### config.mk
export PLATFORM = sky130hd
export DESIGN_NAME = stream_scan_ctrl
export DESIGN_NICKNAME = d
export VERILOG_FILES = /design/src/rtl/stream_scan_ctrl.sv
export SDC_FILE = /design/constraint.sdc
export NUM_CORES = 1
export LEC_CHECK = 0
export BUFFER_PORTS_ARGS = -buffer_cell sky130_fd_sc_hd__buf_2
export CAP_MARGIN = 0
export CORE_AREA = 3 3 65 67
export CTS_CLUSTER_DIAMETER = 150
export DETAILED_ROUTE_END_ITERATION = 8
export DIE_AREA = 0 0 68 70
export PLACE_DENSITY_LB_ADDON = 0.25
export SYNTH_ARGS = -nofsm -noshare
export SYNTH_HDL_FRONTEND = slang
export SYNTH_SLANG_ARGS = --single-unit
### constraint.sdc
create_clock -name clk -period 1.9 [get_ports clk]
set_clock_uncertainty 0.15 [all_clocks]
set_input_delay 0.19 -clock clk [delete_from_list [all_inputs] [get_ports clk]]
set_output_delay 0.19 -clock clk [all_outputs]
set_load 0.05 [all_outputs]
### src/rtl/stream_scan_ctrl.sv
`default_nettype none
// ============================================================================
// Module      : stream_scan_ctrl
// Description : Frame-based bit-serial "1011" pattern scanner.
//               A frame of `len` bytes is accepted over a valid/ready
//               handshake. Each byte is shifted out MSB first into an
//               overlapping "1011" detector. Matches are counted with
//               saturation and a sticky overflow flag. A one-cycle done
//               pulse ends every accepted frame.
// Revision    : 1.0 - initial release
// ----------------------------------------------------------------------------
// Ports
//   clk          in   rising-edge clock
//   rst          in   asynchronous active-high reset
//   start        in   frame start request (only honoured while busy=0)
//   len[7:0]     in   frame length in words, latched on accepted start
//   in_valid     in   word source has a word on in_data
//   in_data[7:0] in   word to scan, MSB first
//   in_ready     out  controller accepts a word this cycle
//   busy         out  frame in progress
//   done         out  one-cycle end-of-frame pulse
//   match_pulse  out  registered one-cycle pulse per detected "1011"
//   match_count  out  saturating match counter for current/last frame
//   overflow     out  sticky: a match arrived while the counter was full
//   det_state    out  detector state (debug visibility)
// ============================================================================
module stream_scan_ctrl #(
  parameter int CNT_W = 8
) (
  input  logic             clk,
  input  logic             rst,
  input  logic             start,
  input  logic [7:0]       len,
  input  logic             in_valid,
  input  logic [7:0]       in_data,
  output logic             in_ready,
  output logic             busy,
  output logic             done,
  output logic             match_pulse,
  output logic [CNT_W-1:0] match_count,
  output logic             overflow,
  output logic [2:0]       det_state
);

  // --------------------------------------------------------------------------
  // Encodings
  // --------------------------------------------------------------------------
  typedef enum logic [1:0] {
    ST_IDLE   = 2'd0,
    ST_LOAD   = 2'd1,
    ST_SHIFT  = 2'd2,
    ST_FINISH = 2'd3
  } state_t;

  // Detector encodings are visible on det_state, so they are fixed values.
  localparam logic [2:0] DET_S0    = 3'd0;
  localparam logic [2:0] DET_S1    = 3'd1;
  localparam logic [2:0] DET_S10   = 3'd2;
  localparam logic [2:0] DET_S101  = 3'd3;
  localparam logic [2:0] DET_S1011 = 3'd4;

  localparam logic [CNT_W-1:0] CNT_MAX = '1;
  localparam logic [CNT_W-1:0] CNT_ONE = {{(CNT_W-1){1'b0}}, 1'b1};

  // --------------------------------------------------------------------------
  // State
  // --------------------------------------------------------------------------
  state_t             state_q, state_d;
  logic [7:0]         words_q, words_d;     // words still to scan
  logic [7:0]         shreg_q, shreg_d;     // current word, MSB is next bit
  logic [2:0]         bit_idx_q, bit_idx_d; // bits left in word, minus one
  logic [2:0]         det_q, det_d;
  logic [CNT_W-1:0]   cnt_q, cnt_d;
  logic               ovf_q, ovf_d;
  logic               pulse_q, pulse_d;

  logic               det_in;
  logic [2:0]         det_nxt;

  // --------------------------------------------------------------------------
  // Detector next-state: longest suffix of the bit history that is also a
  // prefix of "1011". This gives overlapping detection for free
  // (e.g. "1011" followed by "011" reuses the trailing "1").
  // --------------------------------------------------------------------------
  always_comb begin
    det_in  = shreg_q[7];
    det_nxt = DET_S0;
    case (det_q)
      DET_S0:    det_nxt = det_in ? DET_S1    : DET_S0;
      DET_S1:    det_nxt = det_in ? DET_S1    : DET_S10;
      DET_S10:   det_nxt = det_in ? DET_S101  : DET_S0;
      DET_S101:  det_nxt = det_in ? DET_S1011 : DET_S10;
      DET_S1011: det_nxt = det_in ? DET_S1    : DET_S10;
      default:   det_nxt = DET_S0;
    endcase
  end

  // --------------------------------------------------------------------------
  // Controller next-state
  // --------------------------------------------------------------------------
  always_comb begin
    state_d   = state_q;
    words_d   = words_q;
    shreg_d   = shreg_q;
    bit_idx_d = bit_idx_q;
    det_d     = det_q;
    cnt_d     = cnt_q;
    ovf_d     = ovf_q;
    pulse_d   = 1'b0;

    case (state_q)
      ST_IDLE: begin
        // Results of the previous frame stay visible until a new start.
        if (start) begin
          words_d = len;
          cnt_d   = '0;
          ovf_d   = 1'b0;
          det_d   = DET_S0;
          state_d = (len != 8'd0) ? ST_LOAD : ST_FINISH;
        end
      end

      ST_LOAD: begin
        if (in_valid) begin
          shreg_d   = in_data;
          bit_idx_d = 3'd7;
          state_d   = ST_SHIFT;
        end
      end

      ST_SHIFT: begin
        det_d     = det_nxt;
        shreg_d   = {shreg_q[6:0], 1'b0};
        bit_idx_d = bit_idx_q - 3'd1;
        // Count on the same edge the detector enters S1011 so a match on
        // the last bit of a frame is already counted when done is high.
        if (det_nxt == DET_S1011) begin
          pulse_d = 1'b1;
          if (cnt_q == CNT_MAX) begin
            ovf_d = 1'b1;
          end else begin
            cnt_d = cnt_q + CNT_ONE;
          end
        end
        if (bit_idx_q == 3'd0) begin
          words_d = words_q - 8'd1;
          state_d = (words_q == 8'd1) ? ST_FINISH : ST_LOAD;
        end
      end

      ST_FINISH: begin
        state_d = ST_IDLE;
      end

      default: begin
        state_d = ST_IDLE;
      end
    endcase
  end

  // --------------------------------------------------------------------------
  // Registers
  // --------------------------------------------------------------------------
  always_ff @(posedge clk or posedge rst) begin
    if (rst) begin
      state_q   <= ST_IDLE;
      words_q   <= 8'd0;
      shreg_q   <= 8'd0;
      bit_idx_q <= 3'd0;
      det_q     <= DET_S0;
      cnt_q     <= '0;
      ovf_q     <= 1'b0;
      pulse_q   <= 1'b0;
    end else begin
      state_q   <= state_d;
      words_q   <= words_d;
      shreg_q   <= shreg_d;
      bit_idx_q <= bit_idx_d;
      det_q     <= det_d;
      cnt_q     <= cnt_d;
      ovf_q     <= ovf_d;
      pulse_q   <= pulse_d;
    end
  end

  // --------------------------------------------------------------------------
  // Outputs (decoded from registered state only)
  // --------------------------------------------------------------------------
  assign in_ready    = (state_q == ST_LOAD);
  assign busy        = (state_q != ST_IDLE);
  assign done        = (state_q == ST_FINISH);
  assign match_pulse = pulse_q;
  assign match_count = cnt_q;
  assign overflow    = ovf_q;
  assign det_state   = det_q;

endmodule
`default_nettype wire

* Word level (Yosys, flattened, before mapping)
Cells that the tools add are included.
** Storage, ports and cells
- Register bits after elaboration :: 34
- Output and inout bits :: 16
- Bits of input ports :: 20
- Word-level logic and storage cells :: 71
** Cells by class
- Reductions and logical operators :: 14
- Muxes and demuxes :: 30
- Equal/unequal tests :: 16
- Add/sub/neg operators :: 3
** Operators by type and width (number)
- $mux W8 :: 6
- $pmux W8 S2 :: 3
- $mux W2 :: 7
- $ne A2 B2 Y1 const B :: 6
- $pmux W3 S2 :: 2
- $pmux W3 S4 :: 1
- $mux W3 :: 3
- $add A8 B1 Y8 const B :: 1
- $eq A8 B1 Y1 const B :: 1
- $eq A8 B8 Y1 const B :: 1
- $pmux W2 S4 :: 1
- $reduce_and A4 Y1 :: 2
- $reduce_bool A8 Y1 :: 1
- $sub A8 B1 Y8 const B :: 1
- $eq A3 B2 Y1 const B :: 2
- $eq A3 B3 Y1 const B :: 2
- $logic_not A3 Y1 :: 2
- $mux W1 :: 6
- $reduce_and A3 Y1 :: 2
- $reduce_bool A2 Y1 :: 3
- $eq A2 B2 Y1 const B :: 2
- $reduce_and A2 Y1 :: 2
- $eq A3 B1 Y1 const B :: 1
- $sub A3 B1 Y3 const B :: 1
- other kinds (4) :: 4

* Depth between registers and ports, before layout
Gate-level depths: netlist (run 1).
- Depth after elaboration :: 6
- Gate-level depth with buffers :: 6
- Gate-level depth less buffers :: 6

* Worst setup path before layout (run 1)
OpenSTA, ideal clock, no wires.
- Path kind :: register -> register
- Start :: reg det_q[0] (netlist: det_state[0])
- End :: reg cnt_q[7] (netlist: match_count[7])
- Path slack :: -130 ps
- Path buffers :: 1
- Arrival :: 1803 ps
- Stages on the path, launching flop included :: 6
- Library setup time :: 77 ps
- Path through :: dfrtp_1 > buf_4 > nand4b_1 > a21o_1 > or4_1 > a21oi_1
** Between the ends
- Word-level cells in the longest chain between the ends :: 6
** Ends and longest elaborated chain
- start, declared :: line 72 : logic [2:0] det_q, det_d;
- start signal, assigned :: line 179 : det_q <= det_d;
- $eq A3 B3 Y1 or $eq A3 B1 Y1 (tied branches) :: line 88 : case (det_q)
- $reduce_or A2 Y1 (no line)
- $pmux W3 S4 (*) :: line 88
- $eq A3 B3 Y1 (*) :: line 137 : if (det_nxt == DET_S1011) begin
- $ne A2 B2 Y1 (no line) (*)
- $reduce_and A4 Y1 (no line) (*)
- end signal, assigned :: line 180 : cnt_q <= cnt_d;
- end, declared :: line 73 : logic [CNT_W-1:0] cnt_q, cnt_d;
Every way passes the cells marked *; elsewhere a longest branch is shown, timed or not.
A chain may end at the register's enable or synchronous reset.

* Final worst setup path (run 1)
- Start :: reg det_q[2] (netlist: det_state[2])
- End :: reg cnt_q[7] (netlist: match_count[7])
The elaborated chain is that of the path after synthesis.

==> results.md, run 1 <==
- Post-Syn Nets: 247
- Number of CTS-inserted buffers: 5
- Worst Setup Start Kind: register
- Worst Path Arrival: 1.86 ns
- DR WL met2: 2250 um
- Router iterations before antenna repair: 4
- Commonest non-fill, non-tap cell in the layout: buf_2
- Gr usage total: 20.8%
- Cell type with the highest aggregate area in the netlist: dfrtp_1
- RR Endpoint: match_count[7]$_DFFE_PP0P_
- Clock H-tree levels: 2
- Max-slew headroom: 65.5%
- Synth Instances: 222
- CP Data Required Time: 1.97 ns
- Share of cells above drive strength 1: 26.8%
- R2r setup slk: 0.11 ns
- Area of the multi-input gates: 1080 um2
- Total vias in the final route: 1,773
- Area growth, synth to finish: 17.8%
- Global route total overflow: 0
- Worst min path class: primary input to register
- RSZ-0062 raised after global routing: no
- Final nets: 289
- Cell variety after synth: 47
- Final Hold Fails: 0
- Core box area: 3690 um2
- Reg clk slew, reported paths: 0.07 ns
- Layout fillers: 323
- Ys async rst share: 100%
- Fin crit period: 1.79 ns
- EDFF count, synth: 0
- Synth area leaders: dfrtp_1 42%, mux2i_1 6.4%, nand2_1 5.7%
- Final Cell Area: 2390 um2
- Placed wire-length estimate: 3320 um
- Setup Viol. Count Final: 0
- CTS tree: done
- Routed WL: 4530 um
- Final period utilization: 94.3%
- Row cnt: 22
- Inst Count DP: 303
- CP Capture Type: register
- Post-synth top flop: dfrtp_1
- VDD IR max: 0.000720 V
- Met3 routed WL: 255 um
- Register Area: 856 um2
- Worst-margin pin slew: 0.513 ns
- Mapped Avg Cell Area: 9.13 um2
- Final setup TNS: 0 ns
- Die W: 68 um
- Pins Over Slew Limit: 0
- Max Cap Viol: 0
- Setup crit end: match_count[7]$_DFFE_PP0P_
- Synthesized flop and latch total: 34
- Initial antenna violation count: 0
- Cell Count, Final, Fillers Out: 313
- Clock buffer depth: 2
- Avg WL per Cell: 14.5 um
- Placed cell area: 2270 um2
- Setup CP Type: register to register
- GPL Wtd Cong: 0.864
- Reg-to-Reg Start: det_state[2]$_DFFE_PP0P_
- First DRT Iteration DRCs: 101
- Maximum clock frequency: 558 MHz
- Via count of the first global-routing pass: 1,668
- Netlist Area Pre-Place: 2030 um2
- Port buffer count: 35
- Reg2Reg Depth: 4
- Largest fanout on the critical path: 9
- Sequential share of the synthesized area: 42.0%
- Largest net degree at the start of global routing: 35
- Initial Util: 55.0%
- Yosys top cell area share: 42.0%
- Final ANT Viol Nets: 0
- Critical path startpoint: det_state[2]$_DFFE_PP0P_
- Cell Pwr Density: 1460 nW/um2
- Status: finished, final reports clean
- Number of I/O pins: 36
- M1 WL: 1960 um
- Leakage: 0.00114 uW
- Clock latency on the worst-skew pair: 0.29 ns
- Yosys warns: 0
- Antenna cells: 0
- Routed vias/inst: 5.66
- Max Used Layer: met4
- Commonest cells after routing, fill and taps aside: 34 x buf_2, 31 x nand2_1, 30 x dfrtp_1
- Die H: 70 um
- Die area: 4760 um2
- # DRC: 0
- First-pass GRT wire length: 7670 um
- Clock sink total: 34
- CTS root buf: clkbuf_8
## synth_stat cells (all sizes together) (2+ instances only)
| cell | instances |
|---|---|
| dfrtp | 34 |
| nand2 | 31 |
| o21ai | 23 |
| a21oi | 13 |
| mux2i | 13 |
| inv | 11 |
| nor2 | 11 |
| buf | 7 |
| mux2 | 7 |
| nand2b | 7 |
| ha | 5 |
| nor3 | 5 |
| nor4 | 5 |
| nand3 | 4 |
| a21o | 3 |
| clkbuf | 3 |
| nand3b | 3 |
| nand4 | 3 |
| o22ai | 3 |
| and2 | 2 |
| and3 | 2 |
| nand4b | 2 |
| o211ai | 2 |
| o221ai | 2 |
| o311ai | 2 |
| o31ai | 2 |
| or2 | 2 |
## logic make-up (layout without fill, tap and decap cells)
| group | after synthesis | count (layout) | share of synthesized area, % |
|---|---|---|---|
| buffers and inverters | 21 | 64 | 4.69 |
| and+or+nand+nor | 83 | 83 | 20.8 |
| adders and majority gates | 5 | 5 | 3.09 |
| AOI/OAI and AO/OA | 59 | 59 | 19.1 |
| DFF | 34 | 34 | 42.0 |
| muxes | 20 | 20 | 10.3 |
## critical path: stages (launching register included)
cell	delay [ns]
dfrtp_2	0.46
nand4b_1	0.22
a21o_1	0.25
or4_1	0.48
a21oi_1	0.16
## worst min-delay path by stage
stage | startpoint | end | slack (ns) | depth (start not counted)
3_5_place_dp | rst | match_pulse$_DFF_PP0_ | 0.16 | 3
3_3_place_gp | rst | match_pulse$_DFF_PP0_ | 0.16 | 3
5_1_grt | len[2] | words_q[2]$_DFFE_PP0P_ | 0.02 | 3
4_1_cts | len[0] | words_q[0]$_DFFE_PP0P_ | 0.01 | 2
2_1_floorplan | in_valid | state_q[0]$_DFFE_PP0P_ | 0.15 | 1
6_report | len[0] | words_q[0]$_DFFE_PP0P_ | 0.02 | 2
## through the flow
step / total power [uW] / util, % / setup WS [ns] / hold slack [ns]
4_1_cts: 3500 / 64.5 / 0.00837 / 0.0143
6_report: 3500 / 64.8 / 0.109 / 0.0214
3_3_place_gp: 2870 / 61.6 / 0.161 / 0.158
3_5_place_dp: 2910 / 61.6 / 0.126 / 0.159
5_1_grt: 3780 / 64.8 / 0.00618 / 0.0247
2_1_floorplan: 2510 / - / 0.0229 / 0.147
## power breakdown
| group | internal (uW) | total, uW | switching (uW) |
|---|---|---|---|
| registers | 974 | 1240 | 264 |
| clock network | 291 | 560 | 269 |
| logic | 683 | 1700 | 1010 |
| total | 1950 | 3500 | 1550 |
## state kept, by name, indices dropped and copies added, names as in the netlist
register,flops
words_q,8
match_count,8
det_state,3
bit_idx_q,3
state_q,2
match_pulse,1
shreg_q,8
overflow,1
## final cells by class
cell class / instances / area share [%]
timing repair buffer: 45 / 10.7
sequential: 34 / 35.8
clock inverter: 2 / 0.524
tap: 48 / 2.51
clock buffer: 6 / 3.46
inverter: 11 / 1.73
multi-input combinational: 167 / 45.3
## routing by layer
metal  global-route usage [%]  vias to the layer above
met5                        0                        -
met4                     6.62                        0
met3                     5.14                        8
met2                     33.5                       52
met1                     27.0                      825
li1                         -                      888
## what timing repair did
item | in CTS | in global routing
setup buffers | 0 | 1
resized for setup | 1 | 2
hold endpoints to repair | 34 | 0
hold buffers | 1 | 0
endpoints found under the setup margin | 1 | 2
cloned | 0 | 0
pin swaps | 0 | 1
No activity file was read; power rests on OpenSTA's default activity.
==> run 2, diff against run 1 <==
--- a/config.mk
+++ b/config.mk
@@ -7,10 +7,10 @@
 export LEC_CHECK = 0
 export BUFFER_PORTS_ARGS = -buffer_cell sky130_fd_sc_hd__buf_2
 export CAP_MARGIN = 0
-export CORE_AREA = 3 3 65 67
+export CORE_AREA = 3 3 69 71
 export CTS_CLUSTER_DIAMETER = 150
 export DETAILED_ROUTE_END_ITERATION = 8
-export DIE_AREA = 0 0 68 70
+export DIE_AREA = 0 0 72 74
 export PLACE_DENSITY_LB_ADDON = 0.25
 export SYNTH_ARGS = -nofsm -noshare
 export SYNTH_HDL_FRONTEND = slang
==> results.md, run 2 (same netlist as run 1, synthesis figures left out) <==
- CTS tree: done
- Final ANT Viol Nets: 0
- Clock latency on the worst-skew pair: 0.29 ns
- Status: finished, final reports clean
- Leakage: 0.00114 uW
- Worst min path class: primary input to register
- Routed vias/inst: 5.54
- Fin crit period: 1.76 ns
- NetSw: 1530 uW
- Commonest cells after routing, fill and taps aside: 34 x buf_2, 31 x nand2_1, 30 x dfrtp_1
- Largest net degree at the start of global routing: 35
- Worst Setup Start Kind: register
- Die W: 72 um
- CP Capture Type: primary output
- CP dominant cell by count: buf_4
- Router iterations before antenna repair: 4
- Setup CP Type: register to primary output
- Sw frac: 43.0%
- Dpl ws: 0.163 ns
- Largest fanout on the critical path: 13
- Internal power: 2020 uW
- Die H: 74 um
- Worst-margin pin slew: 0.496 ns
- Gr usage total: 18.7%
- DR WL met2: 2020 um
- Register Area: 856 um2
- Core box area: 4290 um2
- Reg clk slew, reported paths: 0.07 ns
- VDD IR max: 0.000827 V
- Antenna cells: 0
- Clock buffer depth: 2
- Comb power frac: 46.9%
- Setup ws final: 0.140 ns
- Setup Viol. Count Final: 0
- Max-slew headroom: 66.7%
- Max Used Layer: met4
- Crit-path cells: buf_4 -> inv_2 -> nand2_1 -> inv_1 -> buf_4
- Worst Path Arrival: 1.42 ns
- Commonest non-fill, non-tap cell in the layout: buf_2
- Global route total overflow: 0
- Final core occ: 55.8%
- Port buffer count: 35
- Final Hold Fails: 0
- Total vias in the final route: 1,750
- First-pass GRT wire length: 7850 um
- Met3 routed WL: 204 um
- Row cnt: 24
- Pins Over Slew Limit: 0
- # DRC: 0
- Share of cells above drive strength 1: 25.8%
- Placed wire-length estimate: 3180 um
- Cell Pwr Density: 1480 nW/um2
- First DRT Iteration DRCs: 138
- GPL Wtd Cong: 0.832
- Max stage delay cell, worst path: dfrtp_2
- Number of I/O pins: 36
- Avg WL per Cell: 14.2 um
- Clock share of power: 18.5%
- Max Cap Viol: 0
- Placed cell area: 2280 um2
- Routed WL: 4480 um
- Initial Util: 47.2%
- Die area: 5330 um2
- Layout fillers: 418
- Clock H-tree levels: 2
- Area growth, synth to finish: 18.3%
- Area of the multi-input gates: 1080 um2
- Final Cell Area: 2400 um2
- Final setup TNS: 0 ns
- Final nets: 288
- RSZ-0062 raised after global routing: no
- Number of CTS-inserted buffers: 5
- Final period utilization: 92.6%
- Crit path largest cell delay: 0.47 ns
- Maximum clock frequency: 568 MHz
- CTS root buf: clkbuf_8
- CP Data Required Time: 1.56 ns
- M1 WL: 2200 um
- Initial antenna violation count: 0
- Clock sink total: 34
- Sequential power share: 34.5%
- Via count of the first global-routing pass: 1,657
[run 2: changes by cell type in the layout (fill, tap and decap cells not counted)]
cell,change
clkinvlp_4,-1
clkbuf_8,-1
bufinv_16,+1
clkinv_2,-1
buf_4,-1
clkbuf_1,+2
[run 2: metrics by stage]
stage	instances	hold slack, ns	power [uW]
2_1_floorplan	222	0.147	2510
3_3_place_gp	307	0.158	2860
3_5_place_dp	307	0.158	2880
4_1_cts	316	0.00889	3570
5_1_grt	316	0.0179	3850
6_report	316	0.0186	3550
[run 2: critical path, delay by kind of cell, from the launching register on]
family	cells	cell delay, ns
buffers and inverters	4	0.60
flip-flops	1	0.47
AND/OR/NAND/NOR	1	0.06
[run 2: timing repair]
item / in CTS / in global routing
resized for setup: 1 / 2
endpoints found under the setup margin: 1 / 1
hold buffers: 1 / 0
setup buffers: 0 / 0
endpoints found under the hold margin: 34 / 0
[run 2: cell type report]
cell class	instances	area share [%]
clock inverters	1	1.25
flip-flops and latches	34	35.7
clock buffers	7	3.18
inverters	11	1.72
multi-input cells	167	45.1
repair buffers	44	10.3
well taps	52	2.71
[run 2: worst paths after layout]
| path | start | to | slack [ns] | depth (start not counted) |
|---|---|---|---|---|
| setup / recovery | state_q[1]$_DFFE_PP0P_ | in_ready | 0.14 | 5 |
| setup reg to reg | bit_idx_q[0]$_DFFE_PP0P_ | words_q[0]$_DFFE_PP0P_ | 0.18 | 6 |
| hold / removal | len[0] | words_q[0]$_DFFE_PP0P_ | 0.02 | 2 |
| max in group asynchronous | rst | state_q[1]$_DFFE_PP0P_ | 0.89 | 4 |
| hold reg to reg | overflow$_DFFE_PP0P_ | overflow$_DFFE_PP0P_ | 0.34 | 1 |
| min in group asynchronous | rst | match_count[1]$_DFFE_PP0P_ | 0.38 | 4 |
[run 2: power by group through the flow]
stage	logic [uW]	registers, uW	clock network, uW
finish	1670	1230	658
global route	1860	1280	711
CTS	1670	1220	677
detailed placement	1650	1230	0
global placement	1640	1230	0
floorplan	1230	1280	0
[run 2: routing by layer]
layer  vias to the layer above  global-route usage (%)
li1                        885                       -
met1                       811                    26.6
met2                        48                    28.5
met3                         6                    4.86
met4                         0                    5.01
met5                         -                       0
==> run 3, diff against run 2 <==
--- a/config.mk
+++ b/config.mk
@@ -5,12 +5,12 @@
 export SDC_FILE = /design/constraint.sdc
 export NUM_CORES = 1
 export LEC_CHECK = 0
-export BUFFER_PORTS_ARGS = -buffer_cell sky130_fd_sc_hd__buf_2
 export CAP_MARGIN = 0
 export CORE_AREA = 3 3 69 71
 export CTS_CLUSTER_DIAMETER = 150
 export DETAILED_ROUTE_END_ITERATION = 8
 export DIE_AREA = 0 0 72 74
+export DONT_BUFFER_PORTS = 1
 export PLACE_DENSITY_LB_ADDON = 0.25
 export SYNTH_ARGS = -nofsm -noshare
 export SYNTH_HDL_FRONTEND = slang
==> results.md, run 3 (same netlist as run 1, synthesis figures left out) <==
- Status: finished, final reports clean
- R2r setup slk: 0.16 ns
- First DRT Iteration DRCs: 83
- Total vias in the final route: 1,756
- Final core occ: 58.2%
- Clock sink total: 34
- Top Usage Layer GRT: met2
- Leakage: 0.00113 uW
- Final hold slack: 0.00698 ns
- Commonest cells after routing, fill and taps aside: 31 x nand2_1, 30 x dfrtp_1, 23 x o21ai_0
- Crit path largest cell delay: 0.47 ns
- Router iterations before antenna repair: 4
- Die area: 5330 um2
- Final Hold Fails: 0
- Register Area: 856 um2
- Number of CTS-inserted buffers: 5
- Clock H-tree levels: 2
- CP top delay family: flip-flops
- GRT met2 Usage: 29.7%
- Inst Count DP: 285
- GPL Wtd Cong: 0.884
- Fin crit period: 1.82 ns
- Reg2Reg Depth: 4
- Hold Path Sink: bit_idx_q[0]$_DFFE_PP0P_
- Die H: 74 um
- RR Endpoint: state_q[1]$_DFFE_PP0P_
- Commonest non-fill, non-tap cell in the layout: nand2_1
- Pins Over Slew Limit: 0
- Worst Setup Start Kind: register
- Crit path depth: 3
- Antenna cells: 0
- Placed wire-length estimate: 3250 um
- Area growth, synth to finish: 23.3%
- Max Cap Viol: 0
- Reg-to-Reg Start: state_q[1]$_DFFE_PP0P_
- Row cnt: 24
- Clock latency on the worst-skew pair: 0.29 ns
- Final setup TNS: 0 ns
- Routed vias/inst: 5.65
- Via count of the first global-routing pass: 1,686
- Layout fillers: 401
- Max stage delay cell, worst path: dfrtp_2
- Reg clk slew, reported paths: 0.07 ns
- CTS tree: done
- Final nets: 283
- CP dominant cell by count: buf_4
- Worst Path Arrival: 1.48 ns
- Clock buffer depth: 2
- Largest net degree at the start of global routing: 35
- Hold path depth: 2
- First-pass GRT wire length: 8040 um
- Setup CP Type: register to primary output
- Port buffer count: 0
- Worst min path class: primary input to register
- Setup Viol. Count Final: 0
- Worst-margin pin slew: 0.503 ns
- Pwr Total: 3630 uW
- # DRC: 0
- Initial Util: 47.2%
- Largest fanout on the critical path: 13
- CP Data Required Time: 1.56 ns
- Routed WL: 4800 um
- CP Capture Type: primary output
- VDD IR max: 0.000853 V
- Area of the multi-input gates: 1080 um2
- RSZ-0062 raised after global routing: no
- Max-slew headroom: 66.2%
- Met3 Track Usage GR: 5.41%
- Number of I/O pins: 36
- Final period utilization: 95.7%
- Die W: 72 um
- Cell Count, Final, Fillers Out: 311
- Global route total overflow: 0
- Core box area: 4290 um2
- Avg WL per Cell: 15.4 um
- Maximum clock frequency: 550 MHz
- Crit-path cells: buf_4 -> or2_2 -> buf_4
- GR Layer Usage met1: 26.8%
- Cell Pwr Density: 1450 nW/um2
- Share of cells above drive strength 1: 17.8%
- Buf+Inv Stages, Crit Path: 2
- Initial antenna violation count: 0
- Gr usage total: 19.1%
- Final ANT Viol Nets: 0
- Critical hold path startpoint: in_valid
- CTS root buf: clkbuf_8
==> run 3: changes by cell type in the layout (fill, tap and decap cells not counted) <==
cell,before,now
buf_4,9,20
buf_2,34,0
dlygate4sd3_1,1,18
buf_12,0,1
==> run 3: what timing repair did <==
action	in CTS	in global routing
setup endpoints to repair	0	1
hold buffers	18	0
setup buffers	0	0
resized for setup	0	2
hold endpoints to repair	54	0
==> run 3: worst max-delay path by stage <==
stage / start / end / slack [ns]
floorplan: det_state[0]$_DFFE_PP0P_ / match_count[7]$_DFFE_PP0P_ / 0.02
global placement: state_q[1]$_DFFE_PP0P_ / state_q[1]$_DFFE_PP0P_ / 0.14
detailed placement: state_q[1]$_DFFE_PP0P_ / state_q[1]$_DFFE_PP0P_ / 0.16
CTS: state_q[1]$_DFFE_PP0P_ / in_ready / 0.02
global route: state_q[1]$_DFFE_PP0P_ / in_ready / 0.04
finish: state_q[1]$_DFFE_PP0P_ / busy / 0.08
==> run 3: area by class of cell <==
type | count | area share, %
tap | 52 | 2.60
clock inverter | 1 | 1.20
clock buffer | 7 | 3.05
timing repair buffer | 39 | 14.0
multi-input combinational | 167 | 43.2
sequential | 34 | 34.2
inverter | 11 | 1.65
==> run 3: metrics by stage <==
stage | setup WS (ns) | cell area (um2)
floorplan | 0.0229 | 2030
global placement | 0.139 | 2210
detailed placement | 0.159 | 2210
CTS | 0.0154 | 2500
global route | 0.0446 | 2500
finish | 0.0824 | 2500
==> run 3: metal layers <==
metal  vias to the layer above  routed length [um]
met2                        32                2250
met1                       843                2280
met3                         6                 213
li1                        875                   -
met5                         -                   0
met4                         0                  46
==> run 3: where the power goes <==
| group | leakage [uW] | total (uW) | internal [uW] | switching, uW |
|---|---|---|---|---|
| clock | 0.0000524 | 662 | 393 | 270 |
| combinational | 0.000648 | 1760 | 714 | 1050 |
| sequential | 0.000425 | 1210 | 974 | 232 |
| total | 0.00113 | 3630 | 2080 | 1550 |
